## src/rtl/bit_counter_pkg.sv

```systemverilog
// Shared types for the bit counter.
// State encoding and result width helper.
package bit_counter_pkg;

  typedef enum logic [1:0] {
    IDLE  = 2'd0,
    SHIFT = 2'd1,
    DONE  = 2'd2
  } state_t;

  function automatic int cnt_width(int w);
    return $clog2(w + 1);
  endfunction

endpackage

```

## src/rtl/bit_counter_datapath.sv

```systemverilog
// Shift register and ones counter.
// Loads (optionally inverted) operand, then shifts right while counting.
module bit_counter_datapath #(
  parameter int WIDTH = 8,
  parameter int CNT_W = 4
) (
  input  logic             clk,
  input  logic             reset,
  input  logic             load,
  input  logic             shift,
  input  logic             invert,
  input  logic [WIDTH-1:0] data,
  output logic             z,
  output logic [CNT_W-1:0] result
);

  logic [WIDTH-1:0] a;

  // Load clears the count; shift consumes one LSB per cycle.
  always_ff @(posedge clk) begin
    if (reset) begin
      a      <= '0;
      result <= '0;
    end else if (load) begin
      a      <= invert ? ~data : data;
      result <= '0;
    end else if (shift) begin
      a      <= a >> 1;
      result <= result + CNT_W'(a[0]);
    end
  end

  assign z = (a == '0);

endmodule

```

## src/rtl/param_bit_counter.sv

```systemverilog
// Population counter with start/done handshake.
// FSM sequences the shift datapath with early exit on zero.
module param_bit_counter
  import bit_counter_pkg::*;
#(
  parameter int WIDTH = 8,
  parameter int CNT_W = cnt_width(WIDTH)
) (
  input  logic             clk,
  input  logic             reset,
  input  logic             start,
  input  logic             count_zeros,
  input  logic [WIDTH-1:0] data_in,
  output logic [CNT_W-1:0] result,
  output logic             busy,
  output logic             done
);

  state_t ps;
  state_t ns;
  logic   z;
  logic   load;
  logic   shift;

  assign load  = (ps == IDLE);
  assign shift = (ps == SHIFT) && !z;

  bit_counter_datapath #(
    .WIDTH (WIDTH),
    .CNT_W (CNT_W)
  ) u_dp (
    .clk    (clk),
    .reset  (reset),
    .load   (load),
    .shift  (shift),
    .invert (count_zeros),
    .data   (data_in),
    .z      (z),
    .result (result)
  );

  // Next-state decode.
  always_comb begin
    ns = ps;
    unique case (ps)
      IDLE:    ns = start ? SHIFT : IDLE;
      SHIFT:   ns = z ? DONE : SHIFT;
      DONE:    ns = start ? DONE : IDLE;
      default: ns = IDLE;
    endcase
  end

  // State register.
  always_ff @(posedge clk) begin
    if (reset) ps <= IDLE;
    else       ps <= ns;
  end

  assign busy = (ps == SHIFT);
  assign done = (ps == DONE);

endmodule

```

## config.mk

```make
export PLATFORM = sky130hd
export DESIGN_NAME = param_bit_counter
export DESIGN_NICKNAME = d
export VERILOG_FILES = /design/src/rtl/bit_counter_pkg.sv /design/src/rtl/bit_counter_datapath.sv /design/src/rtl/param_bit_counter.sv
export SDC_FILE = /design/constraint.sdc
export NUM_CORES = 1
export LEC_CHECK = 0
export ABC_AREA = 1
export BUFFER_PORTS_ARGS = -buffer_cell sky130_fd_sc_hd__clkbuf_2
export CORE_MARGIN = 3
export CORE_UTILIZATION = 52
export CTS_CLUSTER_DIAMETER = 30
export DETAILED_ROUTE_END_ITERATION = 8
export PLACE_DENSITY_LB_ADDON = 0.15
export SYNTH_ARGS = -nofsm -noshare
export SYNTH_HDL_FRONTEND = slang
export SYNTH_SLANG_ARGS = --single-unit
```

## constraint.sdc

```tcl
create_clock -name clk -period 1.75 [get_ports clk]
set_clock_uncertainty 0.2 [all_clocks]
set_input_delay 0 -clock clk [delete_from_list [all_inputs] [get_ports clk]]
set_output_delay 0 -clock clk [all_outputs]
set_load 0.005 [all_outputs]
```

== Yosys cells after proc, flatten, opt, wreduce, memory -nomap -nowiden ==
Cells that the tools add are included.
Storage, ports and cells
  bits in registers: 14
  input port bits: 12
  word-level logic and storage cells: 20
Cells by class
  add/subtract/negate cells: 1
  eq/ne operators: 2
  multiplexer cells: 7
  bitwise gates (word level): 1
  reduce and logical (&&, ||, !) cells: 6
Operators with widths (count)
  $mux 8: 3
  $logic_not 8->1: 1
  $not 8->8: 1
  $pmux 2 s3: 1
  $add 4x1->4: 1
  $mux 2: 2
  $eq 2x1->1 const B: 1
  $eq 2x2->1 const B: 1
  $logic_not 2->1: 1
  $reduce_bool 2->1: 1
  $reduce_or 2->1: 1
  $logic_and 1x1->1: 1
  $logic_not 1->1: 1
  $mux 1: 1

== Logic depth before layout (Yosys ltp) ==
Gate-level depths: netlist of the first run.
  depth after elaboration: 5
  mapped depth: 8
  gate-level depth less buffers: 8

== Modules after synthesis ==
From an unflattened synthesis of the first run, not the netlist that was laid out.
Second synthesis, totals
  cell total of the unflattened synthesis: 120
  area total of the unflattened synthesis: 819.5 µm²
Modules (own cells, without submodules)
  bit_counter_datapath: times used 1, cells an instance 106, area an instance 725.7 µm²
  param_bit_counter: times used 1, cells an instance 14, area an instance 93.8 µm²

== Least setup slack after synthesis of the first run ==
Ideal clock, no wire load.
  path type: register to register
  start point: reg u_dp.result[0]
  end point: reg u_dp.result[2]
  data arrival time: 0.937 ns
  data required time: 1.433 ns
  path slack: 0.495 ns
  stages on the path, launching flop included: 6
  buffers on the path: 0
  clock period less this slack: 1.255 ns
  cell sequence: dfxtp_1 -> ha_1 -> ha_1 -> xor2_1 -> nand2_1 -> a21oi_1
On the way
  word-level cells in the longest chain between the ends: 1
Ends and longest elaborated chain
  start, declared: line bit_counter_datapath.sv:14  | output logic [CNT_W-1:0] result
  start signal, assigned: line bit_counter_datapath.sv:29  | result <= result + CNT_W'(a[0]);
  $add 4x1->4: line bit_counter_datapath.sv:29
No other way between the ends.
A chain may end at the register's enable or synchronous reset.

== Worst setup path in the final report of the first run ==
  start point: reg u_dp.a[6]
  end point: reg u_dp.a[5]
On the way
  word-level cells in the longest chain between the ends: 4
Ends and longest elaborated chain
  start, declared: line bit_counter_datapath.sv:17  | logic [WIDTH-1:0] a;
  start signal, assigned: line bit_counter_datapath.sv:25  | a <= invert ? ~data : data;
  start signal, assigned: line bit_counter_datapath.sv:28  | a <= a >> 1;
  $logic_not 8->1: line bit_counter_datapath.sv:33  | assign z = (a == '0);
  $logic_not 1->1: line param_bit_counter.sv:26  | assign shift = (ps == SHIFT) && !z;
  $logic_and 1x1->1: line param_bit_counter.sv:26
  $reduce_bool 2->1 (no source line)
Several ways; a longest one is shown, not always the timed one. The select of a mux whose other input is x is not followed.

==> impl_metrics.py, run 1 <==
metrics = {
    "sta": {
        "worst_slack_ns": 0.3654,
        "period_minus_slack_ns": 1.385,
        "hold_slack_ns": 0.01611,
        "fin_crit_sh_pct": 79.12,
        "worst_pin_slew_ns": 0.2566,
        "fmaxAchievable_ghz": 0.7222,
        "setup_viol": 0,
        "maxSlewViolCount": 0,
        "setup_tns_ns": 0,
        "rsz0062_at_grt": "false",
        "slew_headroom_pct": 82.85,
        "hold_viol": 0,
    },
    "run_status": {
        "status": "finished clean",
    },
    "grt": {
        "grt-ovfl-total": 0,
        "track_usage_pct": 19.25,
        "antenna_found_initial": 0,
        "grt_pass1_wl_microns": 2967,
        "grt_max_degree": 11,
        "grt_pass1_vias": 734,
    },
    "place": {
        "gp_congestion": 0.7758,
        "pre_cts_ws_ns": 0.3810,
        "dp.final_hpwl_microns": 1269,
        "port_buffers": 17,
    },
    "drt": {
        "dr.first_iter.drc_count": 26,
        "detail-route-antenna-nets": 0,
        "wirelength_microns": 1792,
        "wl_per_cell_microns": 10.67,
        "route.detailed.drc": 0,
        "vias_per_cell": 4.923,
        "first_pass_iters": 4,
        "via_count": 827,
    },
    "die": {
        "fp.dieW_microns": 46.45,
        "die_y_microns": 46.45,
        "core_area_sq_um": 1415,
        "dieArea_sq_um": 2158,
        "rows": 13,
        "start_util_pct": 60.12,
        "ios": 18,
    },
    "setup_path": {
        "crit_required_ns": 1.73,
        "worst-setup-path-type": "reg -> reg",
        "crit_fanout": 7,
        "critPathArrivalTime_ns": 1.36,
        "startpoint_type": "flip-flop",
        "crit_path_end_kind": "flip-flop",
    },
    "final_layout": {
        "layout-drive-gt1-share_pct": 24.18,
        "antenna_cells": 0,
        "fin_util_pct": 76.04,
        "nFillCells": 110,
        "fin_nets": 168,
        "synthToLayoutAreaGrowth_pct": 26.47,
    },
    "logic_synthesis": {
        "synth-seq-cells": 14,
        "yosysMostFrequentCell": "nand2_1",
        "async_flop_share_pct": 0,
        "synth_ff_type": "dfxtp_1",
        "yosys.area.top_type": "dfxtp_1",
        "syn_area_sq_um": 850.8,
        "synth_top_area_share_pct": 32.94,
        "synthTopCellsByArea": "dfxtp_1 33%, nand2_1 15%, nor2_1 10%",
        "yosysWarnings": 0,
        "synth_edf_count": 0,
        "synth.yosys.seq_area_share_pct": 32.94,
        "synth.avg_cell_area_sq_um": 6.861,
        "yosys-top-cells-count": "33 x nand2_1, 23 x nor2_1, 14 x dfxtp_1",
        "syn_inst": 124,
        "ys_types": 20,
        "syn_nets": 138,
    },
    "pwr": {
        "powerDensity_nw_per_um2": 809.7,
        "p_leak_nw": 0.5345,
        "peakVddDrop_mv": 0.5169,
    },
    "clock_tree": {
        "root_buffer": "clkbuf_4",
        "cts_setup_buffers": 0,
        "clkSlewWorstSetupHoldPaths_ns": 0.10,
        "clkLatencyLatePin_ns": 0.28,
        "cts.sinks": 14,
        "cts_tree": "done",
        "clock_path_buffers": 2,
        "htreeDepth": 1,
        "cts_made_buffers": 3,
        "cts-resized-gates": 0,
    },
    "job": {
        "drv_cap": 0,
    },
    "min_path": {
        "hold_class": "in -> reg",
    },
}
==> state kept, by name, summed over array words and instances, names as in the netlist <==
register,flops
ps,2
u_dp.a,8
u_dp.result,4
==> timing repair <==
| action | in CTS | in global routing |
|---|---|---|
| hold buffers | 10 | 0 |
| endpoints found under the hold margin | 10 | 0 |
| setup endpoints to repair | 0 | 0 |
==> placed cells by master (no fill, tap or decap) <==
master / count
o21ai_4: 1
nand2_1: 33
ha_1: 2
a21o_1: 1
nand3_1: 10
clkbuf_4: 3
buf_4: 2
nor2_2: 3
a21oi_2: 1
nor2_1: 23
dlygate4sd3_1: 10
clkbuf_2: 17
xor2_1: 8
nor2_4: 3
o21ai_2: 1
inv_1: 8
o21ai_0: 1
a21oi_1: 6
inv_2: 2
dfxtp_1: 14
nand2_2: 3
clkbuf_8: 1
==> per-stage QoR <==
stage               instances  total power (W)  cell area (sq um)
finish                    168        0.0008713               1076
global route              168        0.0009293               1076
CTS                       168        0.0008778               1076
detailed placement        154        0.0006237              939.7
global placement          154        0.0006178              939.7
floorplan                 124        0.0005711              850.8
==> final cells by class <==
type | instances | area (sq um) | share of cell area [%]
inverter | 10 | 37.54 | 3.488
sequential | 14 | 280.3 | 26.05
multi-input combinational | 96 | 503.0 | 46.74
timing repair buffer | 29 | 200.2 | 18.60
clock buffer | 4 | 36.28 | 3.372
tap | 15 | 18.77 | 1.744
==> routing by layer <==
metal / GRT usage (%) / wire length (microns) / vias to the layer above
met5: 0 / 0 / -
met4: 8.523 / 12 / 0
met3: 2.344 / 84 / 2
met2: 33.79 / 872 / 24
met1: 23.00 / 823 / 362
li1: - / - / 439
==> power breakdown <==
part | leakage [nW] | switching, W | internal, W
clock | 0.0210 | 0.000111 | 0.000126
sequential | 0.115 | 0.0000223 | 0.000346
combinational | 0.398 | 0.000160 | 0.000105
==> worst paths after layout <==
path | slack [ns] | end | start | depth (start not counted)
min reg2reg | 0.29 | u_dp.result[0] | u_dp.result[0] | 2
max | 0.37 | u_dp.a[5] | u_dp.a[6] | 8
max reg2reg | 0.37 | u_dp.a[5] | u_dp.a[6] | 8
min | 0.02 | u_dp.a[7] | count_zeros | 3
==> critical path, stage by stage, from the launching register on <==
cell and delay, ns:
dfxtp_1 0.33, nor2_1 0.15, nand2_2 0.12, inv_1 0.08, nand2_2 0.10, nand3_1 0.09
nand2_1 0.06, nor2_1 0.10, nor2_1 0.04
==> kinds of logic after synthesis <==
group	after synthesis	share of synthesized area [%]
DFF	14	32.94
buffers and inverters	14	7.941
xor gates and xnor gates	8	8.236
and+or+nand+nor	75	38.97
adders and majority gates	2	2.941
AOI/OAI and AO/OA	11	8.971
(Power assumes the default switching activity.)
==> run 2: changes to the inputs <==
--- a/config.mk
+++ b/config.mk
@@ -5,10 +5,10 @@
 export SDC_FILE = /design/constraint.sdc
 export NUM_CORES = 1
 export LEC_CHECK = 0
-export ABC_AREA = 1
+export ABC_AREA = 0
 export BUFFER_PORTS_ARGS = -buffer_cell sky130_fd_sc_hd__clkbuf_2
 export CORE_MARGIN = 3
-export CORE_UTILIZATION = 52
+export CORE_UTILIZATION = 50
 export CTS_CLUSTER_DIAMETER = 30
 export DETAILED_ROUTE_END_ITERATION = 8
 export PLACE_DENSITY_LB_ADDON = 0.15
==> constraint.sdc (replaced) <==
create_clock -name clk -period 1.28 [get_ports clk]
set_clock_uncertainty 0.2 [all_clocks]
set_input_delay 0 -clock clk [delete_from_list [all_inputs] [get_ports clk]]
set_output_delay 0 -clock clk [all_outputs]
set_load 0.005 [all_outputs]
==> run 2 against run 1 <==
The run now ends with setup timing left. Sequential cell count unchanged. First-iteration DRC count fell by 31%. Routed wire length rose by 14%. Utilization grew 9.1 points. Global-route usage up 1.8 points. Setup slack worse by 0.44 ns. Power rose by 40%. Area after synthesis shrank 10%. Critical path depth down 3. Critical endpoint is now u_dp.result[2]. Largest cell class unchanged.
==> impl_metrics.py, run 2 <==
metrics = {
    "sta": {
        "slew_headroom_pct": 82.37,
        "setup_tns_ns": -0.1899,
        "hold_viol": 0,
        "fmaxAchievable_ghz": 0.7387,
        "setup_viol": 5,
        "worst_pin_slew_ns": 0.2644,
        "hold_slack_ns": 0.09616,
        "maxSlewViolCount": 0,
        "period_minus_slack_ns": 1.354,
        "worst_slack_ns": -0.07371,
        "rsz0062_at_grt": "true",
        "fin_crit_sh_pct": 105.8,
    },
    "final_layout": {
        "antenna_cells": 0,
        "instances_no_fill": 140,
        "nFillCells": 85,
        "final_cell_mix": "17 x clkbuf_2, 14 x nand2_1, 14 x buf_4, 11 x mux2i_1, 10 x dlygate4sd3_1",
        "mostFrequentLayoutCell": "clkbuf_2",
        "synthToLayoutAreaGrowth_pct": 52.21,
        "layout-drive-gt1-share_pct": 44.80,
        "largest_register": "u_dp.a",
        "fin_nets": 140,
        "largest_reg_flops": 8,
        "top_regs": "u_dp.a (8), u_dp.result (4), ps (2)",
        "fin_util_pct": 85.16,
    },
    "job": {
        "drv_cap": 0,
    },
    "min_path": {
        "whs_path_depth": 4,
        "hold_end": "u_dp.a[0]",
        "hold_start": "count_zeros",
        "hold_class": "in -> reg",
    },
    "logic_synthesis": {
        "synth.avg_cell_area_sq_um": 9.323,
        "syn_nets": 96,
        "async_flop_share_pct": 0,
        "ys_types": 20,
        "synth_ff_type": "dfxtp_1",
        "synthTopCellsByArea": "dfxtp_1 37%, mux2i_1 14%, xor2_1 9.2%",
        "syn_area_sq_um": 764.5,
        "yosysWarnings": 0,
        "synth_edf_count": 0,
        "yosys-top-cells-count": "14 x dfxtp_1, 14 x nand2_1, 11 x mux2i_1",
        "synth_top_area_share_pct": 36.66,
        "syn_inst": 82,
        "synth.yosys.seq_area_share_pct": 36.66,
        "synth-seq-cells": 14,
        "yosys.area.top_type": "dfxtp_1",
    },
    "pwr": {
        "powerDensity_nw_per_um2": 1050,
        "p_comb_share_pct": 29.8,
        "switching_share_pct": 30.52,
        "p_leak_nw": 0.5017,
        "p_seq_share_pct": 42.1,
        "intPower_w": 0.0008490,
        "clkPwrFrac_pct": 28.1,
        "peakVddDrop_mv": 0.7007,
        "netSwitchingPower_w": 0.0003729,
    },
    "place": {
        "port_buffers": 17,
        "dp.cells": 124,
        "dp.final_hpwl_microns": 1237,
        "gp_congestion": 0.7616,
    },
    "setup_path": {
        "r2r_start": "u_dp.a[0]",
        "critPathArrivalTime_ns": 1.39,
        "crit_path_end_kind": "flip-flop",
        "reg2reg_depth": 5,
        "r2r_slack_ns": -0.07,
        "worst-setup-path-type": "reg -> reg",
        "r2r_end": "u_dp.result[2]",
        "startpoint_type": "flip-flop",
        "crit_fanout": 5,
        "crit_required_ns": 1.32,
    },
    "die": {
        "ios": 18,
        "fp.dieW_microns": 45.10,
        "core_area_sq_um": 1366,
        "die_y_microns": 45.10,
        "rows": 13,
        "dieArea_sq_um": 2034,
        "start_util_pct": 55.95,
    },
    "drt": {
        "via_count": 739,
        "wirelength_microns": 2036,
        "route.detailed.drc": 0,
        "wl_per_cell_microns": 14.54,
        "dr.first_iter.drc_count": 18,
        "detail-route-antenna-nets": 0,
        "first_pass_iters": 4,
        "vias_per_cell": 5.279,
    },
    "clock_tree": {
        "cts_tree": "done",
        "htreeDepth": 1,
        "root_buffer": "clkbuf_4",
        "clkLatencyLatePin_ns": 0.30,
        "cts_made_buffers": 3,
        "clkSlewWorstSetupHoldPaths_ns": 0.10,
        "clock_path_buffers": 2,
        "cts.sinks": 14,
    },
    "grt": {
        "track_usage_pct": 21.05,
        "antenna_found_initial": 0,
        "grt_pass1_vias": 671,
        "grt_pass1_wl_microns": 3063,
        "grt-ovfl-total": 0,
        "grt_max_degree": 9,
    },
    "run_status": {
        "status": "finished, violations left",
        "violations": "setup timing",
    },
}
run 2: changes by cell type in the layout (fill, tap and decap cells not counted), moves of 7 or more:
cell     change
dfxtp_1      -7
nor2_1      -20
buf_4       +12
o22ai_1      +7
nand3_1      -8
nand2_1     -19
mux2i_1     +11
run 2: timing repair:
action | in CTS | in global routing
gates resized for setup | 5 | 8
hold buffers | 10 | 0
setup endpoints to repair | 6 | 13
endpoints found under the hold margin | 10 | 0
pin swaps | 3 | 1
setup buffers | 1 | 1
gates cloned | 0 | 0
run 2: area by class of cell:
class | instances | area [sq um] | area share (%)
Clock buffer | 4 | 36.28 | 3.118
Inverter | 2 | 7.507 | 0.6452
Multi-Input combinational cell | 61 | 485.5 | 41.72
Sequential cell | 14 | 291.5 | 25.05
Tap cell | 15 | 18.77 | 1.613
Timing Repair Buffer | 44 | 324.1 | 27.85
run 2: metal layers:
| layer | up-vias | share of wire, % | global-route usage, % |
|---|---|---|---|
| li1 | 370 | - | - |
| met1 | 333 | 42 | 28.29 |
| met2 | 28 | 48 | 33.90 |
| met3 | 8 | 6.2 | 1.195 |
| met4 | 0 | 3.0 | 10.53 |
| met5 | - | 0 | 0 |
run 2: cell families after synthesis:
| logic type | share of synthesized area [%] |
|---|---|
| compound gates | 12.93 |
| xor+xnor | 9.166 |
| fa+ha+maj | 3.273 |
| buf+inv | 4.255 |
| flops | 36.66 |
| mux | 14.40 |
| simple gates | 19.31 |
run 2: worst max path at each step:
stage | start | to | slack, ns | depth (start not counted)
final | u_dp.a[0] | u_dp.result[2] | -0.07 | 5
after global routing | u_dp.a[0] | u_dp.result[2] | -0.12 | 5
after CTS | u_dp.result[0] | u_dp.result[2] | -0.07 | 5
after detailed placement | u_dp.a[0] | u_dp.result[3] | -0.06 | 4
after global placement | u_dp.a[0] | u_dp.result[2] | -0.03 | 5
after floorplan | u_dp.a[3] | u_dp.result[2] | -0.003 | 3
run 2: power groups by stage:
stage          clock network [W]  logic (W)  registers (W)
3_5_place_dp                   0   0.000299       0.000521
3_3_place_gp                   0   0.000294       0.000520
6_report                0.000343   0.000364       0.000514
4_1_cts                 0.000332   0.000336       0.000508
5_1_grt                 0.000358   0.000390       0.000518
2_1_floorplan                  0   0.000180       0.000517
run 2: critical path: stages, from the launching register on:
cell      delay [ns]
dfxtp_2         0.36
buf_6           0.11
nor4_4          0.03
buf_4           0.16
a211oi_2        0.24
mux2i_1         0.20
run 2: per-stage QoR:
stage / cell area, sq um / total power (W) / worst slack [ns]
global placement: 973.4 / 0.0008141 / -0.02968
detailed placement: 973.4 / 0.0008196 / -0.05655
finish: 1164 / 0.001222 / -0.07371
CTS: 1127 / 0.001176 / -0.07433
global route: 1164 / 0.001266 / -0.1223
floorplan: 782.0 / 0.0006973 / -0.003423
==> run 3: changes to the inputs <==
--- a/config.mk
+++ b/config.mk
@@ -12,6 +12,7 @@
 export CTS_CLUSTER_DIAMETER = 30
 export DETAILED_ROUTE_END_ITERATION = 8
 export PLACE_DENSITY_LB_ADDON = 0.15
+export SKIP_CTS_REPAIR_TIMING = 1
 export SYNTH_ARGS = -nofsm -noshare
 export SYNTH_HDL_FRONTEND = slang
 export SYNTH_SLANG_ARGS = --single-unit
==> run 3 against run 2 <==
Clock power about the same. Design area increased by 0.54%. Critical path depth unchanged. Combinational power decreased by 1%. The flow finishes with violations (hold timing, setup timing). Critical endpoint unchanged. Sequential share of layout area increased by 0.29 points. Die area unchanged. Maximum frequency decreased by 2.6%. Clock-buffer cell count unchanged.
==> impl_metrics.py, run 3 (synthesis gave the netlist of run 2 again) <==
metrics = {
    "run_status": {
        "status": "finished, violations left",
        "violations": "hold timing, setup timing",
    },
    "die": {
        "rows": 13,
        "dieArea_sq_um": 2034,
        "start_util_pct": 55.95,
        "die_y_microns": 45.10,
        "fp.dieW_microns": 45.10,
        "ios": 18,
        "core_area_sq_um": 1366,
    },
    "setup_path": {
        "slowest_stage": "dfxtp_4",
        "crit_required_ns": 1.32,
        "critPathTopFamily": "flip-flops",
        "worst-setup-path-type": "reg -> reg",
        "max_stage_delay_ns": 0.39,
        "startpoint_type": "flip-flop",
        "cpMostUsedCell": "ha_4",
        "crit_path_end_kind": "flip-flop",
        "cp_num_buf_inv": 1,
        "critPathArrivalTime_ns": 1.42,
        "crit_fanout": 3,
        "crit_chain": "ha_4, ha_4, inv_2, a211oi_2, mux2i_1",
    },
    "final_layout": {
        "largest_register": "u_dp.a",
        "final_cell_mix": "17 x clkbuf_2, 14 x nand2_1, 14 x buf_4, 11 x mux2i_1, 9 x dlygate4sd3_1",
        "layout-drive-gt1-share_pct": 47.97,
        "fin_nets": 138,
        "top_regs": "u_dp.a (8), u_dp.result (4), ps (2)",
        "largest_reg_flops": 8,
        "mostFrequentLayoutCell": "clkbuf_2",
        "nFillCells": 80,
        "antenna_cells": 0,
        "synthToLayoutAreaGrowth_pct": 53.03,
    },
    "clock_tree": {
        "cts_made_buffers": 3,
        "clkLatencyLatePin_ns": 0.30,
        "clkSlewWorstSetupHoldPaths_ns": 0.10,
        "htreeDepth": 1,
        "root_buffer": "clkbuf_4",
        "cts_tree": "done",
        "cts.sinks": 14,
        "clock_path_buffers": 2,
    },
    "sta": {
        "hold_slack_ns": -0.05330,
        "fin_crit_sh_pct": 108.5,
        "hold_viol": 1,
        "worst_pin_slew_ns": 0.2675,
        "worst_slack_ns": -0.1094,
        "slew_headroom_pct": 82.04,
        "maxSlewViolCount": 0,
        "fmaxAchievable_ghz": 0.7197,
        "setup_viol": 5,
        "rsz0062_at_grt": "true",
        "period_minus_slack_ns": 1.389,
    },
    "min_path": {
        "hold_class": "in -> reg",
    },
    "pwr": {
        "powerDensity_nw_per_um2": 1044,
        "p_leak_nw": 0.4896,
        "peakVddDrop_mv": 0.8303,
    },
    "drt": {
        "route.detailed.drc": 0,
        "vias_per_cell": 5.406,
        "wirelength_microns": 2098,
        "wl_per_cell_microns": 15.20,
        "detail-route-antenna-nets": 0,
        "via_count": 746,
        "first_pass_iters": 4,
        "dr.first_iter.drc_count": 13,
    },
    "place": {
        "port_buffers": 17,
        "gp_congestion": 0.7616,
        "dp.final_hpwl_microns": 1237,
        "pre_cts_ws_ns": -0.05655,
    },
    "grt": {
        "grt_pass1_wl_microns": 2642,
        "antenna_found_initial": 0,
        "grt_pass1_vias": 606,
        "grt_max_degree": 9,
        "grt-ovfl-total": 0,
        "track_usage_pct": 17.84,
    },
    "job": {
        "drv_cap": 0,
    },
}
-- run 3: final cells by class --
class	instances	area [sq um]	share of cell area (%)
Tap cell	15	18.77	1.604
Inverter	2	7.507	0.6417
Sequential cell	14	296.5	25.35
Multi-Input combinational cell	61	508.0	43.42
Clock buffer	4	36.28	3.102
Timing Repair Buffer	42	302.8	25.88
-- run 3: per-layer routing --
layer / wire length [microns] / part of all wire, % / GRT usage, %
met1: 946 / 45 / 25.06
met2: 1009 / 48 / 26.55
met3: 85 / 4.1 / 1.195
met4: 56 / 2.7 / 10.53
met5: 0 / 0 / 0
-- run 3: final timing paths --
check | startpoint | end | slack, ns | cells past startpoint
worst min-delay path | data_in[3] | u_dp.a[3] | -0.05 | 4
worst max-delay path | u_dp.a[0] | u_dp.result[2] | -0.11 | 5
worst max register to register | u_dp.a[0] | u_dp.result[2] | -0.11 | 5
worst min register to register | u_dp.result[3] | u_dp.result[3] | 0.28 | 2
-- run 3: through the flow --
step	util, %	total power, W	TNS, ns	area [sq um]	std cells
floorplan	-	0.0006973	-0.008817	782.0	82
global placement	71.25	0.0008141	-0.04837	973.4	124
detailed placement	71.25	0.0008196	-0.1123	973.4	124
CTS	73.90	0.001145	-0.3253	1010	128
global route	85.62	0.001264	-0.4531	1170	138
finish	85.62	0.001221	-0.2395	1170	138
-- run 3: worst register-to-register path: cells and delay by family, from the launching register on --
kind | cells | cell delay [ns]
AO/OA/AOI/OAI | 1 | 0.23
multiplexers | 1 | 0.20
flip-flops | 1 | 0.39
buffers and inverters | 1 | 0.03
adder cells (fa/ha/maj) | 2 | 0.27
-- run 3: power by group --
part           leakage, nW  switching (W)  total, W  internal [W]
Combinational        0.350       0.000162  0.000359      0.000197
Clock               0.0210       0.000167  0.000341      0.000174
Sequential           0.119      0.0000458  0.000521      0.000475
Total                0.490       0.000376   0.00122      0.000846
